## src/rtl/parking_gate_ctrl.sv

```systemverilog
// parking_gate_ctrl: debounced entry/exit barrier control producing arbitrated car events for the occupancy counter
module parking_gate_ctrl #(
  parameter int DEBOUNCE     = 4,
  parameter int OPEN_TIMEOUT = 64,
  parameter int CNT_W        = 8
) (
  input  logic             clk,
  input  logic             start,
  input  logic             entry_detect,
  input  logic             entry_pass,
  input  logic             entry_is_uni,
  input  logic             exit_detect,
  input  logic             exit_pass,
  input  logic             exit_is_uni,
  input  logic             uni_is_vacated_space,
  input  logic             is_vacated_space,
  output logic             car_entered,
  output logic             is_uni_car_entered,
  output logic             car_exited,
  output logic             is_uni_car_exited,
  output logic             entry_barrier_open,
  output logic             exit_barrier_open,
  output logic             entry_denied,
  output logic             gate_timeout,
  output logic [CNT_W-1:0] denied_count,
  output logic [CNT_W-1:0] timeout_count
);
  localparam int DW = $clog2(DEBOUNCE + 1);
  localparam int TW = $clog2(OPEN_TIMEOUT);

  typedef enum logic [2:0] {E_IDLE, E_DECIDE, E_OPEN, E_DENY, E_REPORT, E_CLEAR} e_state_t;
  typedef enum logic [1:0] {X_IDLE, X_OPEN, X_REPORT, X_CLEAR} x_state_t;

  logic [3:0] raw, s1, s2, filt_q, filt_d, hit;
  logic [DW-1:0] cnt [4];
  e_state_t e_state, e_next;
  x_state_t x_state, x_next;
  logic [TW-1:0] e_timer, x_timer;
  logic e_uni, x_uni, e_to, x_to, e_deny, e_req, x_req, grant_e, grant_x, busy;
  logic det_e, pas_e, det_x, pas_x, rise_e, rise_x;
  logic [CNT_W:0] t_sum;

  assign raw = {exit_pass, exit_detect, entry_pass, entry_detect};

  // FSMs act on the filter's decision in the cycle it is made, saving one cycle of latency
  always_comb begin
    for (int i = 0; i < 4; i++) begin
      hit[i]    = (s2[i] != filt_q[i]) && (cnt[i] == DW'(DEBOUNCE - 1));
      filt_d[i] = hit[i] ? s2[i] : filt_q[i];
    end
  end

  always_ff @(posedge clk or negedge start) begin
    if (!start) begin
      s1     <= '0;
      s2     <= '0;
      filt_q <= '0;
      for (int i = 0; i < 4; i++) cnt[i] <= '0;
    end else begin
      s1     <= raw;
      s2     <= s1;
      filt_q <= filt_d;
      for (int i = 0; i < 4; i++) cnt[i] <= (s2[i] != filt_q[i] && !hit[i]) ? cnt[i] + 1'b1 : '0;
    end
  end

  assign det_e  = filt_d[0];
  assign pas_e  = filt_d[1];
  assign det_x  = filt_d[2];
  assign pas_x  = filt_d[3];
  assign rise_e = filt_d[1] & ~filt_q[1];
  assign rise_x = filt_d[3] & ~filt_q[3];

  assign busy    = car_entered | car_exited;
  assign e_req   = e_state == E_REPORT;
  assign x_req   = x_state == X_REPORT;
  assign grant_e = e_req & ~busy;
  assign grant_x = x_req & ~e_req & ~busy;

  always_comb begin
    e_next = e_state;
    e_to   = 1'b0;
    e_deny = 1'b0;
    case (e_state)
      E_IDLE:   if (det_e) e_next = E_DECIDE;
      E_DECIDE: if (e_uni ? uni_is_vacated_space : is_vacated_space) e_next = E_OPEN;
                else begin
                  e_next = E_DENY;
                  e_deny = 1'b1;
                end
      E_DENY:   if (!det_e) e_next = E_IDLE;
      E_OPEN:   if (rise_e) e_next = E_REPORT;
                else if (e_timer == TW'(OPEN_TIMEOUT - 1)) begin
                  e_next = E_CLEAR;
                  e_to   = 1'b1;
                end
      E_REPORT: if (grant_e) e_next = E_CLEAR;
      E_CLEAR:  if (!det_e && !pas_e) e_next = E_IDLE;
      default:  e_next = E_IDLE;
    endcase
  end

  always_comb begin
    x_next = x_state;
    x_to   = 1'b0;
    case (x_state)
      X_IDLE:   if (det_x) x_next = X_OPEN;
      X_OPEN:   if (rise_x) x_next = X_REPORT;
                else if (x_timer == TW'(OPEN_TIMEOUT - 1)) begin
                  x_next = X_CLEAR;
                  x_to   = 1'b1;
                end
      X_REPORT: if (grant_x) x_next = X_CLEAR;
      X_CLEAR:  if (!det_x && !pas_x) x_next = X_IDLE;
      default:  x_next = X_IDLE;
    endcase
  end

  assign t_sum = {1'b0, timeout_count} + (CNT_W + 1)'(e_to) + (CNT_W + 1)'(x_to);

  always_ff @(posedge clk or negedge start) begin
    if (!start) begin
      e_state            <= E_IDLE;
      x_state            <= X_IDLE;
      e_timer            <= '0;
      x_timer            <= '0;
      e_uni              <= 1'b0;
      x_uni              <= 1'b0;
      car_entered        <= 1'b0;
      car_exited         <= 1'b0;
      is_uni_car_entered <= 1'b0;
      is_uni_car_exited  <= 1'b0;
      entry_denied       <= 1'b0;
      gate_timeout       <= 1'b0;
      denied_count       <= '0;
      timeout_count      <= '0;
    end else begin
      e_state            <= e_next;
      x_state            <= x_next;
      e_timer            <= (e_state == E_OPEN) ? e_timer + 1'b1 : '0;
      x_timer            <= (x_state == X_OPEN) ? x_timer + 1'b1 : '0;
      e_uni              <= (e_state == E_IDLE && det_e) ? entry_is_uni : e_uni;
      x_uni              <= (x_state == X_IDLE && det_x) ? exit_is_uni : x_uni;
      car_entered        <= grant_e;
      car_exited         <= grant_x;
      is_uni_car_entered <= grant_e ? e_uni : is_uni_car_entered;
      is_uni_car_exited  <= grant_x ? x_uni : is_uni_car_exited;
      entry_denied       <= e_deny;
      gate_timeout       <= e_to | x_to;
      denied_count       <= (e_deny && denied_count != '1) ? denied_count + 1'b1 : denied_count;
      timeout_count      <= t_sum[CNT_W] ? '1 : t_sum[CNT_W-1:0];
    end
  end

  // Decoded straight from state so an asynchronous reset drops the barriers at once
  assign entry_barrier_open = (e_state == E_OPEN) || (e_state == E_REPORT);
  assign exit_barrier_open  = (x_state == X_OPEN) || (x_state == X_REPORT);
endmodule

```

## config.mk

```make
export PLATFORM = sky130hd
export DESIGN_NAME = parking_gate_ctrl
export DESIGN_NICKNAME = d
export VERILOG_FILES = /design/src/rtl/parking_gate_ctrl.sv
export SDC_FILE = /design/constraint.sdc
export NUM_CORES = 1
export LEC_CHECK = 0
export CORE_ASPECT_RATIO = 0.7
export CORE_MARGIN = 2
export CORE_UTILIZATION = 40
export DETAILED_ROUTE_END_ITERATION = 16
export PLACE_DENSITY = 0.65
export SKIP_LAST_GASP = 1
export SLEW_MARGIN = 20
export SYNTH_ARGS = -nofsm -noshare
export SYNTH_HDL_FRONTEND = slang
export SYNTH_SLANG_ARGS = --single-unit
```

## constraint.sdc

```tcl
create_clock -name clk -period 2.71 [get_ports clk]
set_clock_uncertainty 0.1 [all_clocks]
set_input_delay 0.4065 -clock clk [delete_from_list [all_inputs] [get_ports clk]]
set_output_delay 0.4065 -clock clk [all_outputs]
set_load 0.01 [all_outputs]
```

==> run metrics, run 1 <==
status=finished clean; Synth cell types=40; Hold Path End=s2[3]; crit-path max FO=5; IO Pins=34; Die Wd=roughly 110 um; clk sinks=65; worst hold path startpoint=s1[3]; CTS max path bufs=2; Util after Layout=51.4%; DP Wirelength=3410 um; Worst-Skew Late Latency=~340 ps; vias in the first global route=1803; vias per cell=4.68; crit path cell chain=ha_1 -> ha_1 -> nand2_1 -> o21ai_0 -> nor2_1 -> fa_1 -> ha_1 -> and2_1 -> nand3_1 -> nand2_1; Root Buffer=clkbuf_8; hold path depth=0; Routed Antenna Nets=0; Area Overhead vs Synth=22.8%; most common cell after layout, fill and taps aside=dfrtp_1; Core ar.=6820 sq um; Final Wtd Congestion=0.746; largest net degree at the start of global routing=66; final hold vios=0; required time of the critical path=roughly 2800 ps; fmax=416 MHz; cts bufs inserted=9; setup TNS=0 ps; Bufs and invs on worst path=0; die area=7840 sq um; total congestion overflow=0; Critical R2R Capture=timeout_count[2]; routed len/inst=12.3 um; CTS tree=built; DIE HEIGHT=74.7 um; fin crit period=around 2400 ps; Post-synth EDFFs=0; share of layout cells above drive strength 1=10.9%; FFs w/ async S/R, synth=100%; initial core utilization=41.9%; Syn Area/Cell=approximately 12 sq um; CP Depth=10; Critical Path Start Type=flop; Clk pin slew, worst setup/hold paths=about 70 ps; # port buffers=33; Synth Area in Compound Gates=~7%; Hold WS=roughly 250 ps; most frequent cells in the layout=65 x dfrtp_1, 32 x clkdlybuf4s50_1, 24 x nor2_1; Nets=316; RR Startpoint=cnt[0]; Final period util=between 80% and 90%; largest family of logic cells by synthesized area=simple AND/OR/NAND/NOR gates; H-Tree Depth=3; diode count=0; Warnings, synthesis=0; ys flop type=dfrtp_1; VDD IR-drop max=0.304 mV; FF-to-FF path depth=10; RSZ-0062 raised after global routing=no; drt pass-1 iters=4; Worst Hold Class=reg -> reg; Syn Nets=268; Worst-Margin Slew=~430 ps; Post-Route WL=about 4700 um; worst slew margin relative to its limit=70.3%; mux share of post-synthesis cell area=4.38%; maxcap violations=0; Seq/Total Area, Yosys=56.9%; FF+latch count, synth=65; Synth Area in Simple Gates=14.9%; Mapped Area=2860 sq um; vias post-DR=1813; fin area=approximately 3500 sq um; family with the most delay on the worst path=adder cells; CP peak stage delay=410 ps; XOR/XNOR Fraction of Synth Area=6.75%; Synth Instances=240; row cnt=25; Total GRT Usage=between 10% and 20%; initial antenna violation count=0; Crit Path Class=reg -> reg; Pwr Density=between 800 and 900 nW/um^2; Critical Path AT=approximately 2500 ps; CP Capture Type=flop; postcts setup bufs=0; detailed-route DRC error count=0; P_leak=0.00164 uW; slowest CP cell=fa_1; first-pass GRT wire length=8490 um; most used cell along the critical path=ha_1; DRT iter0 DRCs=71; Cell Area, Placed=approximately 3300 sq um; R2R setup slack=310 ps; Adder-Cell Fraction of Synth Area=8.15%; endpoints failing setup=0; fin. max-slew vios=0
metal layers:
| metal | vias to the layer above | track usage [%] | wire, um |
|---|---|---|---|
| met5 | - | 0 | 0 |
| met4 | 0 | 4.89 | 61 |
| met3 | 5 | 7.10 | 244 |
| met2 | 35 | 20.9 | 2060 |
| met1 | 861 | 18.8 | 2380 |
| li1 | 912 | - | - |
worst reg2reg max path, stage by stage (launching register included):
cell,delay (ps)
dfrtp_1,350
ha_1,150
ha_1,180
nand2_1,80
o21ai_0,220
nor2_1,100
fa_1,410
ha_1,250
and2_1,180
nand3_1,180
nand2_1,80
worst max path at each step:
| stage | start | to |
|---|---|---|
| 6_report | cnt[0] | timeout_count[2] |
| 5_1_grt | cnt[0] | timeout_count[5] |
| 4_1_cts | cnt[0] | timeout_count[2] |
| 3_5_place_dp | cnt[0] | timeout_count[2] |
| 3_3_place_gp | cnt[0] | timeout_count[1] |
| 2_1_floorplan | cnt[0] | timeout_count[0] |
state kept, by name (all words and copies together) (netlist names):
| signal | count |
|---|---|
| car_entered | 1 |
| car_exited | 1 |
| cnt | 12 |
| denied_count | 8 |
| e_state | 3 |
| e_timer | 6 |
| e_uni | 1 |
| entry_denied | 1 |
| filt_q | 4 |
| gate_timeout | 1 |
| is_uni_car_entered | 1 |
| is_uni_car_exited | 1 |
| s1 | 4 |
| s2 | 4 |
| timeout_count | 8 |
| x_state | 2 |
| x_timer | 6 |
| x_uni | 1 |
cells in the mapped netlist (6+ instances only):
library cell | count | share of area, %
xnor2_1 | 10 | 3.1
nand3_1 | 9 | 1.6
ha_1 | 17 | 7.4
dfrtp_1 | 65 | 57
and3_1 | 6 | 1.3
xor2_1 | 12 | 3.7
nand2b_1 | 9 | 2.0
inv_1 | 14 | 1.8
nand2_1 | 13 | 1.7
o21ai_0 | 7 | 1.2
and2_1 | 8 | 1.8
nor2_1 | 24 | 3.2
mux2_2 | 8 | 3.2
kinds of logic (layout without fill, tap and decap cells):
group / Yosys count / after routing
and+or+nand+nor: 83 / 83
DFF: 65 / 65
AOI/OAI and AO/OA: 27 / 27
xor gates and xnor gates: 22 / 22
adders and majority gates: 18 / 18
buffers and inverters: 14 / 67
muxes: 11 / 11
metrics by stage:
step           cells  total power [uW]  setup slack (ps)
2_1_floorplan    240              2040               486
3_3_place_gp     370              2430               354
3_5_place_dp     370              2450               286
4_1_cts          387              3150               284
5_1_grt          387              3370              40.4
6_report         387              3100               306
where the power goes:
group | switching [uW] | internal (uW)
clock network | 350 | 324
registers | 193 | 1210
logic | 490 | 533
total | 1030 | 2060
repair_timing:
item	CTS	global route
hold endpoints to repair	65	0
hold buffers	1	0
resized for setup	0	0
final cells by class:
class,instances,area [sq um]
multi-input cells,161,1180
clock inverters,6,35.0
inverters,14,52.6
well taps,94,118
fillers,626,3310
clock buffers,10,128
repair buffers,37,370
flip-flops and latches,65,1630
Power figures use the tool's default switching activity.
==> run 2, diff against run 1 <==
Settings changed: CORE_MARGIN 2 to 1.5, REMOVE_ABC_BUFFERS from default to 1.
==> run 2 against run 1 <==
  * Clock power up 21%
  * Flip-flop and latch count unchanged
  * Register-to-register slack worse by 30 ps
  * Core utilization up 0.31 points
  * Combinational power about the same
  * Total power up 3.7%
  * Cell count unchanged
  * Non-clock buffer count unchanged
  * Hold slack about the same
  * Via count up 0.99%
  * First-iteration DRC count down 28%
  * Routed wire length up 0.97%
  * Largest cell class unchanged
  * Largest power group unchanged
==> run metrics, run 2 (synthesized netlist as in run 1, its figures left out) <==
Clk pin slew, worst setup/hold paths=80 ps (about the same); total congestion overflow=0 (unchanged); DRT iter0 DRCs=51 (-28%); detailed-route DRC error count=0 (unchanged); endpoints failing setup=0 (unchanged); family with the most delay on the worst path=adder cells; fin area=3530 sq um (+0.61%); FF-to-FF path depth=10 (unchanged); Worst-Margin Slew=633 ps (+199 ps); RR Startpoint=cnt[6]; most used cell along the critical path=ha_1; Critical Path AT=2570 ps (+50 ps); most frequent cells in the layout=65 x dfrtp_1, 32 x clkdlybuf4s50_1, 24 x nor2_1; Cell Area, Placed=3320 sq um (-0.38%); Die Wd=104 um (-0.95%); share of layout cells above drive strength 1=10.9% (unchanged); Hold WS=250 ps (-0.196 ps); Final period util=89.8% (+1.0 points); first-pass GRT wire length=8290 um (-2.4%); Worst Hold Class=reg -> reg; H-Tree Depth=3 (unchanged); Critical R2R Capture=timeout_count[2]; Post-Route WL=4790 um (+0.97%); Worst-Skew Late Latency=350 ps (about the same); crit path cell chain=ha_1 -> ha_1 -> nand2_1 -> o21ai_0 -> nor2_1 -> fa_1 -> ha_1 -> and2_1 -> nand3_1 -> nand2_1; Core ar.=6820 sq um (unchanged); RSZ-0062 raised after global routing=no; Pwr Density=911 nW/um^2 (+3.1%); CTS max path bufs=2 (unchanged); Routed Antenna Nets=0 (unchanged); CP peak stage delay=390 ps (-20 ps); vias in the first global route=1759 (-2.4%); largest net degree at the start of global routing=30 (-55%); crit-path max FO=5 (unchanged); vias per cell=4.73 (+0.99%); Bufs and invs on worst path=0 (unchanged); Nets=316 (unchanged); Area Overhead vs Synth=23.5%; # port buffers=33 (unchanged); drt pass-1 iters=4 (unchanged); Final Wtd Congestion=0.809 (+8.5%); VDD IR-drop max=0.318 mV (+4.6%); Top Registers=cnt (12), denied_count (8), timeout_count (8); P_int=2170 uW (+5.4%); max reg flops=12 (unchanged); fin crit period=2430 ps (+28.4 ps); most common cell after layout, fill and taps aside=dfrtp_1; Crit Path Class=reg -> reg; vias post-DR=1831 (+0.99%); Biggest register=cnt; NetSw=1040 uW (+0.48%); switching share of power=32.3% (-1.0 points); clock share of power=25.4% (+3.6 points); P_leak=0.00164 uW (+0.56%); IO Pins=34 (unchanged); clk sinks=65 (unchanged); status=finished clean; Hold Path End=s2[1]; fin. max-slew vios=0 (unchanged); cts bufs inserted=9 (unchanged); routed len/inst=12.4 um (+0.97%); required time of the critical path=2840 ps (about the same); maxcap violations=0 (unchanged); CTS tree=built; R2R setup slack=280 ps (-30 ps); worst hold path startpoint=s1[1]; final hold vios=0 (unchanged); Comb power frac=31.0% (-2.0 points); initial antenna violation count=0 (unchanged); die area=7670 sq um (-2.3%); CP Capture Type=flop; initial core utilization=41.9% (unchanged); worst slew margin relative to its limit=57.8% (-12 points); DIE HEIGHT=73.7 um (-1.3%); DP Wirelength=3460 um (+1.5%); Root Buffer=clkbuf_8; fmax=411 MHz (-1.2%); Total GRT Usage=14.2% (-0.14 points); Reg power frac=43.7% (-1.5 points); diode count=0 (unchanged); hold path depth=0 (unchanged); row cnt=25 (unchanged); setup TNS=0 ps (unchanged); slowest CP cell=fa_1; Critical Path Start Type=flop
[run 2: cell count changes in the layout (fill, tap and decap cells not counted), sizes merged]
cell | previous run | this run
clkinv | 4 | 2
bufinv | 0 | 1
clkbuf | 10 | 11
[run 2: area by class of cell]
type | count | area [sq um]
clock buffer | 11 | 141
clock inverter | 5 | 55.1
fill | 633 | 3290
inverter | 14 | 52.6
multi-input combinational | 161 | 1180
sequential | 65 | 1630
tap | 94 | 118
timing repair buffer | 37 | 358
[run 2: timing repair]
action | in CTS | in global routing
gates resized for setup | 0 | 1
setup endpoints to repair | 0 | 6
hold buffers | 1 | 0
hold endpoints to repair | 27 | 0
setup buffers | 0 | 0
[run 2: power by group through the flow]
stage	clock network [uW]	logic, uW	registers, uW
final	815	995	1400
after global routing	878	1140	1440
after CTS	844	1010	1400
after detailed placement	0	1010	1420
after global placement	0	989	1410
after floorplan	0	636	1410
[run 2: worst max path at each step]
| stage | end | cells past startpoint | start |
|---|---|---|---|
| 2_1_floorplan | timeout_count[0] | 10 | cnt[0] |
| 3_3_place_gp | timeout_count[0] | 10 | cnt[0] |
| 3_5_place_dp | timeout_count[3] | 10 | cnt[0] |
| 4_1_cts | timeout_count[2] | 10 | cnt[0] |
| 5_1_grt | timeout_count[2] | 10 | cnt[6] |
| 6_report | timeout_count[2] | 10 | cnt[6] |
[run 2: per-layer routing]
metal	GRT usage, %	part of all wire [%]	vias to the layer above
met5	0	0	-
met4	5.09	1.4	0
met3	6.21	4.0	10
met2	20.1	43	24
met1	19.3	52	883
li1	-	-	914
[run 2: worst register-to-register path: cells and delay by family (launching register included)]
| kind | cells | cell delay (ps) |
|---|---|---|
| compound gates | 1 | 250 |
| fa+ha+maj | 4 | 970 |
| flops | 1 | 360 |
| simple gates | 5 | 650 |
[run 2: stage by stage]
stage                     power, uW  util [%]  setup WS, ps  std cells
after detailed placement       2430      48.7           207        370
after CTS                      3260      51.7           205        387
after global placement         2400      48.7           279        370
after global routing           3460      51.7          62.8        387
final                          3210      51.7           277        387
after floorplan                2040         -           486        240
==> run 3, diff against run 2 <==
Settings changed: CORE_ASPECT_RATIO 0.7 to 1.1, CTS_CLUSTER_DIAMETER from default to 60, SLEW_MARGIN 20 to default.
==> run 3 against run 2 <==
  * Total power increased by 1.7%
  * Via count about the same
  * Combinational power about the same
  * Hold slack about the same
  * Cell count decreased by 2.1%
  * Non-clock buffer count increased by 1
  * Worst setup slack improved by 19 ps
  * Core utilization decreased by 0.99 points
  * Routed wire length decreased by 1.3%
  * Critical path type unchanged
  * Fmax increased by 0.78%
  * Sequential share of layout area decreased by 0.098 points
  * Clock power increased by 5.3%
==> run metrics, run 3 (synthesized netlist as in run 1, its figures left out) <==
H-Tree Depth=3 (unchanged); Worst-Margin Slew=625 ps (-8.43 ps); Worst Hold Class=reg -> reg; Final Wtd Congestion=0.765 (-5.5%); share of layout cells above drive strength 1=10.9% (-0.037 points); crit-path max FO=5 (unchanged); switching share of power=31.5% (-0.79 points); CP Capture Type=flop; Placed Cells=362 (-2.2%); Core ar.=6970 sq um (+2.2%); IO Pins=34 (unchanged); setup TNS=0 ps (unchanged); # port buffers=33 (unchanged); Total Power=3270 uW (+1.7%); vias post-DR=1830 (-0.055%); Filler Cells Inserted=645 (+1.9%); Place WS=271 ps (+64.8 ps); Routed Antenna Nets=0 (unchanged); maxcap violations=0 (unchanged); routed len/inst=12.5 um (+0.81%); Nets=317 (+0.32%); Area Overhead vs Synth=23.8%; most frequent cells in the layout=65 x dfrtp_1, 32 x clkdlybuf4s50_1, 24 x nor2_1; CTS tree=built; Critical Path AT=2530 ps (-40 ps); DIE HEIGHT=91.6 um (+24%); vias in the first global route=1844 (+4.8%); status=finished clean; drt pass-1 iters=4 (unchanged); fin cells=379 (-2.1%); NetSw=1030 uW (-0.76%); Clk pin slew, worst setup/hold paths=70 ps (about the same); final hold vios=0 (unchanged); most common cell after layout, fill and taps aside=dfrtp_1; Comb power frac=30.9% (about the same); RSZ-0062 raised after global routing=no; fin area=3540 sq um (+0.21%); CTS max path bufs=2 (unchanged); worst slew margin relative to its limit=58.4% (+0.56 points); largest net degree at the start of global routing=30 (unchanged); final critical-path setup slack=296 ps (+18.8 ps); clk sinks=65 (unchanged); max reg flops=12 (unchanged); P_int=2240 uW (+2.9%); fmax=414 MHz (+0.78%); Total GRT Usage=13.9% (-0.29 points); Pwr Density=924 nW/um^2 (+1.5%); total congestion overflow=0 (unchanged); detailed-route DRC error count=0 (unchanged); Die Wd=83.6 um (-20%); Root Buffer=clkbuf_8; vias per cell=4.83 (+2.1%); row cnt=32 (+28%); initial core utilization=41.0% (-0.89 points); Biggest register=cnt; fin. max-slew vios=0 (unchanged); Worst-Skew Late Latency=340 ps (about the same); first-pass GRT wire length=8360 um (+0.75%); DRT iter0 DRCs=91 (+78%); endpoints failing setup=0 (unchanged); VDD IR-drop max=0.470 mV (+48%); Post-Route WL=4730 um (-1.3%); diode count=0 (unchanged); post-CTS resize count=0 (unchanged); required time of the critical path=2820 ps (-20 ps); DP Wirelength=3330 um (-3.8%); Cell Area, Placed=3320 sq um (-0.11%); Critical Path Start Type=flop; cts bufs inserted=9 (unchanged); clock share of power=26.2% (+0.8 points); initial antenna violation count=0 (unchanged); Final period util=89.1% (-0.69 points); die area=7660 sq um (about the same); fin crit period=2410 ps (-18.8 ps); Top Registers=cnt (12), denied_count (8), timeout_count (8); Reg power frac=42.8% (-0.9 points); Crit Path Class=reg -> reg; P_leak=0.00166 uW (+0.97%)
[run 3: repair_timing]
| action | 4_1_cts | 5_1_grt |
|---|---|---|
| setup buffers | 0 | 0 |
| hold buffers | 1 | 0 |
| endpoints found under the hold margin | 3 | 0 |
| endpoints found under the setup margin | 0 | 0 |
[run 3: path summary, 6_finish.rpt]
check | cells past startpoint | to | slack [ps] | startpoint
hold / removal | 0 | s2[2] | 250 | s1[2]
max in group asynchronous | 3 | timeout_count[4] | 1280 | start
setup reg to reg | 10 | timeout_count[2] | 300 | cnt[0]
setup / recovery | 10 | timeout_count[2] | 300 | cnt[0]
hold reg to reg | 0 | s2[2] | 250 | s1[2]
min in group asynchronous | 2 | denied_count[7] | 530 | start
[run 3: power groups by stage]
stage	Clock, uW	Combinational, uW	Sequential (uW)
floorplan	0	636	1410
global placement	0	1000	1410
detailed placement	0	1020	1420
CTS	879	1030	1400
global route	920	1150	1440
finish	858	1010	1400
[run 3: layer usage]
metal / wire length, um / up-vias / global-route usage (%)
met4: 122 / 0 / 7.79
li1: - / 911 / -
met5: 0 / - / 0
met1: 2320 / 877 / 18.3
met3: 158 / 10 / 3.42
met2: 2130 / 32 / 21.0
[run 3: through the flow]
step                      hold slack, ps  utilization [%]
after floorplan                     10.9                -
after global placement               232             47.6
after detailed placement             237             47.6
after CTS                            253             50.8
after global routing                 265             50.8
final                                249             50.8
[run 3: cell type report]
cell class              instances  area (sq um)  share of cell area [%]
flip-flops and latches         65          1630                    46.0
multi-input cells             161          1180                    33.3
repair buffers                 38           365                    10.3
clock buffers                  14           173                    4.88
well taps                      85           106                    3.01
inverters                      14          52.6                    1.49
clock inverters                 2          35.0                   0.991
[run 3: critical path, cell delays in order, from the launching register on]
cell,delay (ps)
dfrtp_1,350
ha_1,150
ha_1,170
nand2_1,70
o21ai_0,240
nor2_1,110
fa_1,420
ha_1,250
and2_1,180
nand3_1,180
nand2_1,70
==> patch 1 (settings of run 2) <==
The 4 states of `x_state_t` get a Gray code encoding in 2 bits.
--- a/src/rtl/parking_gate_ctrl.sv
+++ b/src/rtl/parking_gate_ctrl.sv
@@ -29,7 +29,7 @@
   localparam int TW = $clog2(OPEN_TIMEOUT);
 
   typedef enum logic [2:0] {E_IDLE, E_DECIDE, E_OPEN, E_DENY, E_REPORT, E_CLEAR} e_state_t;
-  typedef enum logic [1:0] {X_IDLE, X_OPEN, X_REPORT, X_CLEAR} x_state_t;
+  typedef enum logic [1:0] {X_IDLE = 2'b00, X_OPEN = 2'b01, X_REPORT = 2'b11, X_CLEAR = 2'b10} x_state_t;
 
   logic [3:0] raw, s1, s2, filt_q, filt_d, hit;
   logic [DW-1:0] cnt [4];
Behaviour: same outputs for any inputs over 10 cycles, from zero or initial values; not proved beyond that.
==> patch 1 against run 2 <==
- sequential cell count did not move
- die area fell by 2.3%
- area after synthesis decreased by 2.4%
- power shrank 5.3%
- cell area fell by 3.4%
- critical path depth shrank 2
- setup slack worse by 0.020 ns
- wire length decreased by 2.8%
- sequential power grew 3%
- largest cell class unchanged
- highest routed layer unchanged
==> patch 1: results (changes against run 2) <==
Placed design
  – DP HPWL: 3350 um (-3.2%)
  – Routability Congestion: 0.778 (-3.8%)
  – Dpl cell area: 0.00324 mm^2 (-2.6%)
  – Pre-CTS setup slack: 0.237 ns (+0.0303 ns)

Logic synthesis
  – Top cells by count, synth: 65 x dfrtp_1, 34 x nor2_1, 18 x inv_1
  – Register area share after synthesis: 0.583 (+0.0141)
  – Syn Area/Cell: 11.5 um^2 (-3.6%)
  – Synth top area cells: dfrtp_1 58%, ha_1 5.4%, xor2_1 4.7%
  – Netlist cell types: 39 (-2.5%)

Route
  – Post-DR wirelength/cell: 12.1 um (-2.2%)
  – Vias: 1791 (-2.2%)

STA
  – Worst-margin pin slew: 0.572 ns (-0.0610 ns)
  – Hold WS: 0.248 ns (-0.00196 ns)
  – Post-route setup slack: 0.257 ns (-0.0204 ns)

Global routing
  – Gr usage total: 0.152 (+0.0103)
  – Vias in the first global route: 1843 (+4.8%)
  – Routing usage on met1: 0.203 (+0.0105)
  – M2 GR Usage: 0.218 (+0.0169)
  – Global-route wire length before repair: 8460 um (+2.0%)
  – Largest net degree at the start of global routing: 42 (+40%)

Critical path
  – Worst setup path endpoint: timeout_count[0]
  – Worst R2R Path Depth: 8 (-2)
  – CP max FO: 8 (+3)
  – Worst reg2reg startpoint: e_state[0]
  – WP data arrival: 2.62 ns (+0.05 ns)

Status
  – Outcome: complete, no violations

Final layout
  – Final std cells w/o fill: 385 (-0.52%)

Clocking
  – Reg clk slew, reported paths: 0.06 ns (-0.02 ns)

Pwr
  – Static leakage: 1.60 nW (-2.8%)
  – Worst VDD drop: 369 uV (+16%)
patch 1: cell types whose count changed after synthesis, sizes merged, moves of 4 or more:
cell   change
nor2      +10
ha         -5
and2       -4
and3       -4
inv        +4
nand3      +4
nor2b      -4
xnor2      -4
patch 1: routing by layer:
metal,wire (um),part of all wire
met5,0,0
met1,2390,0.51
met2,1980,0.43
met4,86,0.018
met3,205,0.044
patch 1: final cells by class:
class | instances | area (um^2) | share of cell area
clock inverters | 3 | 17.5 | 0.00514
clock buffers | 12 | 145 | 0.0426
repair buffers | 36 | 363 | 0.106
flip-flops and latches | 65 | 1630 | 0.477
multi-input cells | 157 | 1070 | 0.314
inverters | 18 | 67.6 | 0.0198
well taps | 94 | 118 | 0.0345
patch 1: worst max-delay path, stage by stage, from the launching register on:
cell,delay [ns]
dfrtp_1,0.45
or3b_1,0.51
o21bai_4,0.22
nor2_1,0.17
fa_1,0.22
ha_1,0.23
and2_1,0.19
nand3_1,0.19
nand2b_1,0.12
patch 1: kinds of logic after synthesis:
logic type | Yosys count | share of synthesized area
compound gates | 21 | 0.0561
xor+xnor | 21 | 0.0660
fa+ha+maj | 13 | 0.0610
buf+inv | 21 | 0.0323
flops | 65 | 0.583
mux | 10 | 0.0386
simple gates | 92 | 0.162
patch 1: repair_timing:
item,4_1_cts,5_1_grt
hold buffers,1,0
setup buffers,0,0
setup endpoints to repair,0,0
endpoints found under the hold margin,24,0
resized for setup,0,0
patch 1: power by group:
group / total (mW) / internal [mW] / switching (mW) / leakage (nW)
clock: 0.679 / 0.349 / 0.331 / 0.0822
sequential: 1.44 / 1.21 / 0.222 / 0.843
combinational: 0.927 / 0.476 / 0.451 / 0.673
==> patch 2 (config.mk and constraints of run 2) <==
Made on the original files. `CNT_W`: 8 -> 9.
--- a/src/rtl/parking_gate_ctrl.sv
+++ b/src/rtl/parking_gate_ctrl.sv
@@ -2,7 +2,7 @@
 module parking_gate_ctrl #(
   parameter int DEBOUNCE     = 4,
   parameter int OPEN_TIMEOUT = 64,
-  parameter int CNT_W        = 8
+  parameter int CNT_W        = 9
 ) (
   input  logic             clk,
   input  logic             start,
Ports: changed (resized denied_count and timeout_count); port bits go from 34 to 36. The function was not compared with the original's and may differ.
==> patch 2 against run 2 <==
- sequential cell count rose by 2
- power fell by 0.35%
- fmax fell by 2.1%
- worst hold slack got worse by 0.11 ns
- wire length rose by 3.5%
- cell area rose by 2.4%
- setup slack got worse by 0.051 ns
- area after synthesis rose by 3.0%
- critical path type unchanged
==> patch 2: results (changes against run 2) <==
Critical path
  – Worst R2R Path Depth: 9 (-1)
  – Crit-path slowest cell: or3b_2
  – CP peak stage delay: 0.47 ns (+0.08 ns)
  – Worst reg2reg setup slack: 0.23 ns (-0.05 ns)
  – WP data arrival: 2.65 ns (+0.08 ns)
  – Worst reg2reg startpoint: e_state[2]
  – Critical path's top delay family: simple AND/OR/NAND/NOR gates
  – CP max FO: 7 (+2)

Route
  – DRT met1 WL: 2590 um (+4.6%)
  – Vias: 1857 (+1.4%)
  – Post-DR wirelength/cell: 12.3 um (-0.32%)
  – Met3 WL: 253 um (+32%)
  – Met2 WL: 2040 um (-0.58%)
  – Starting DRT DRC Count: 24 (-53%)
  – Drt total wl: 4960 um (+3.5%)

Global routing
  – Gr usage total: 0.144 (+0.00232)
  – Largest net degree at the start of global routing: 68 (+130%)

Logic synthesis
  – Synth top area cells: dfrtp_1 57%, ha_1 7.7%, mux2_2 4.6%
  – Register area share after synthesis: 0.570 (about the same)
  – Syn Inst Count: 253 (+5.4%)
  – Netlist cell types: 35 (-13%)

Placed design
  – DP HPWL: 3470 um (+0.17%)
  – Placed insts: 386 (+4.3%)
  – Routability Congestion: 0.795 (-1.8%)
  – IO buf count: 35 (+6.1%)
  – Dpl cell area: 0.00344 mm^2 (+3.6%)

Final layout
  – Top Registers: cnt: 12 flops, denied_count: 9 flops, timeout_count: 9 flops
  – Layout Nets: 332 (+5.1%)

Min path
  – Hold Path Class: in2async

Status
  – Outcome: complete, no violations
==> patch 2: what timing repair did <==
| action | CTS | global route |
|---|---|---|
| endpoints found under the setup margin | 0 | 9 |
| gates resized for setup | 0 | 4 |
| buffers inserted | 0 | 0 |
| endpoints found under the hold margin | 0 | 0 |
| hold buffers | 0 | 0 |
==> patch 2: worst max path at each step <==
| stage | start | endpoint | slack, ns | cells past startpoint |
|---|---|---|---|---|
| 6_report | e_state[2] | timeout_count[5] | 0.23 | 9 |
| 5_1_grt | cnt[0] | timeout_count[5] | -0.01 | 11 |
| 4_1_cts | cnt[0] | timeout_count[5] | 0.03 | 11 |
| 3_5_place_dp | cnt[0] | timeout_count[5] | 0.03 | 11 |
| 3_3_place_gp | cnt[0] | timeout_count[8] | 0.17 | 12 |
| 2_1_floorplan | e_state[1] | timeout_count[8] | 0.28 | 10 |
==> patch 2: through the flow <==
step	hold WS [ns]	setup WS [ns]
floorplan	0.0109	0.280
global placement	0.234	0.172
detailed placement	0.240	0.0262
CTS	0.171	0.0267
global route	0.209	-0.0113
finish	0.144	0.226
==> patch 2: cell type report <==
cell class / count / area, um^2 / share of cell area
Clock inverter: 6 / 32.5 / 0.00900
Sequential cell: 67 / 1680 / 0.464
Inverter: 17 / 63.8 / 0.0177
Clock buffer: 10 / 128 / 0.0353
Multi-Input combinational cell: 167 / 1200 / 0.333
Timing Repair Buffer: 41 / 390 / 0.108
Tap cell: 94 / 118 / 0.0325
==> patch 2: worst reg2reg max path, stage by stage (launching register included) <==
cell,delay (ns)
dfrtp_1,0.37
or3b_2,0.47
o21bai_1,0.23
nor2b_2,0.20
fa_2,0.24
nand2_1,0.06
nor2_1,0.15
and2_4,0.19
nand4_1,0.25
o21ai_0,0.15
==> patch 2: per-layer routing <==
| layer | global-route usage | vias up |
|---|---|---|
| met5 | 0 | - |
| met4 | 0.0631 | 0 |
| met3 | 0.0623 | 5 |
| met2 | 0.200 | 34 |
| met1 | 0.198 | 872 |
| li1 | - | 946 |
==> patch 2: where the power goes <==
group / total, mW / internal, mW / switching (mW)
clock: 0.688 / 0.323 / 0.365
sequential: 1.42 / 1.24 / 0.176
combinational: 1.09 / 0.579 / 0.515
total: 3.20 / 2.15 / 1.06
==> patch 2: cell families (layout without fill, tap and decap cells) <==
group	count (synthesis)	after routing	synth area share
adders and majority gates	19	19	0.0834
and+or+nand+nor	92	92	0.162
DFF	67	67	0.570
xor gates and xnor gates	23	23	0.0685
buffers and inverters	19	74	0.0247
muxes	12	12	0.0459
AOI/OAI and AO/OA	21	21	0.0455
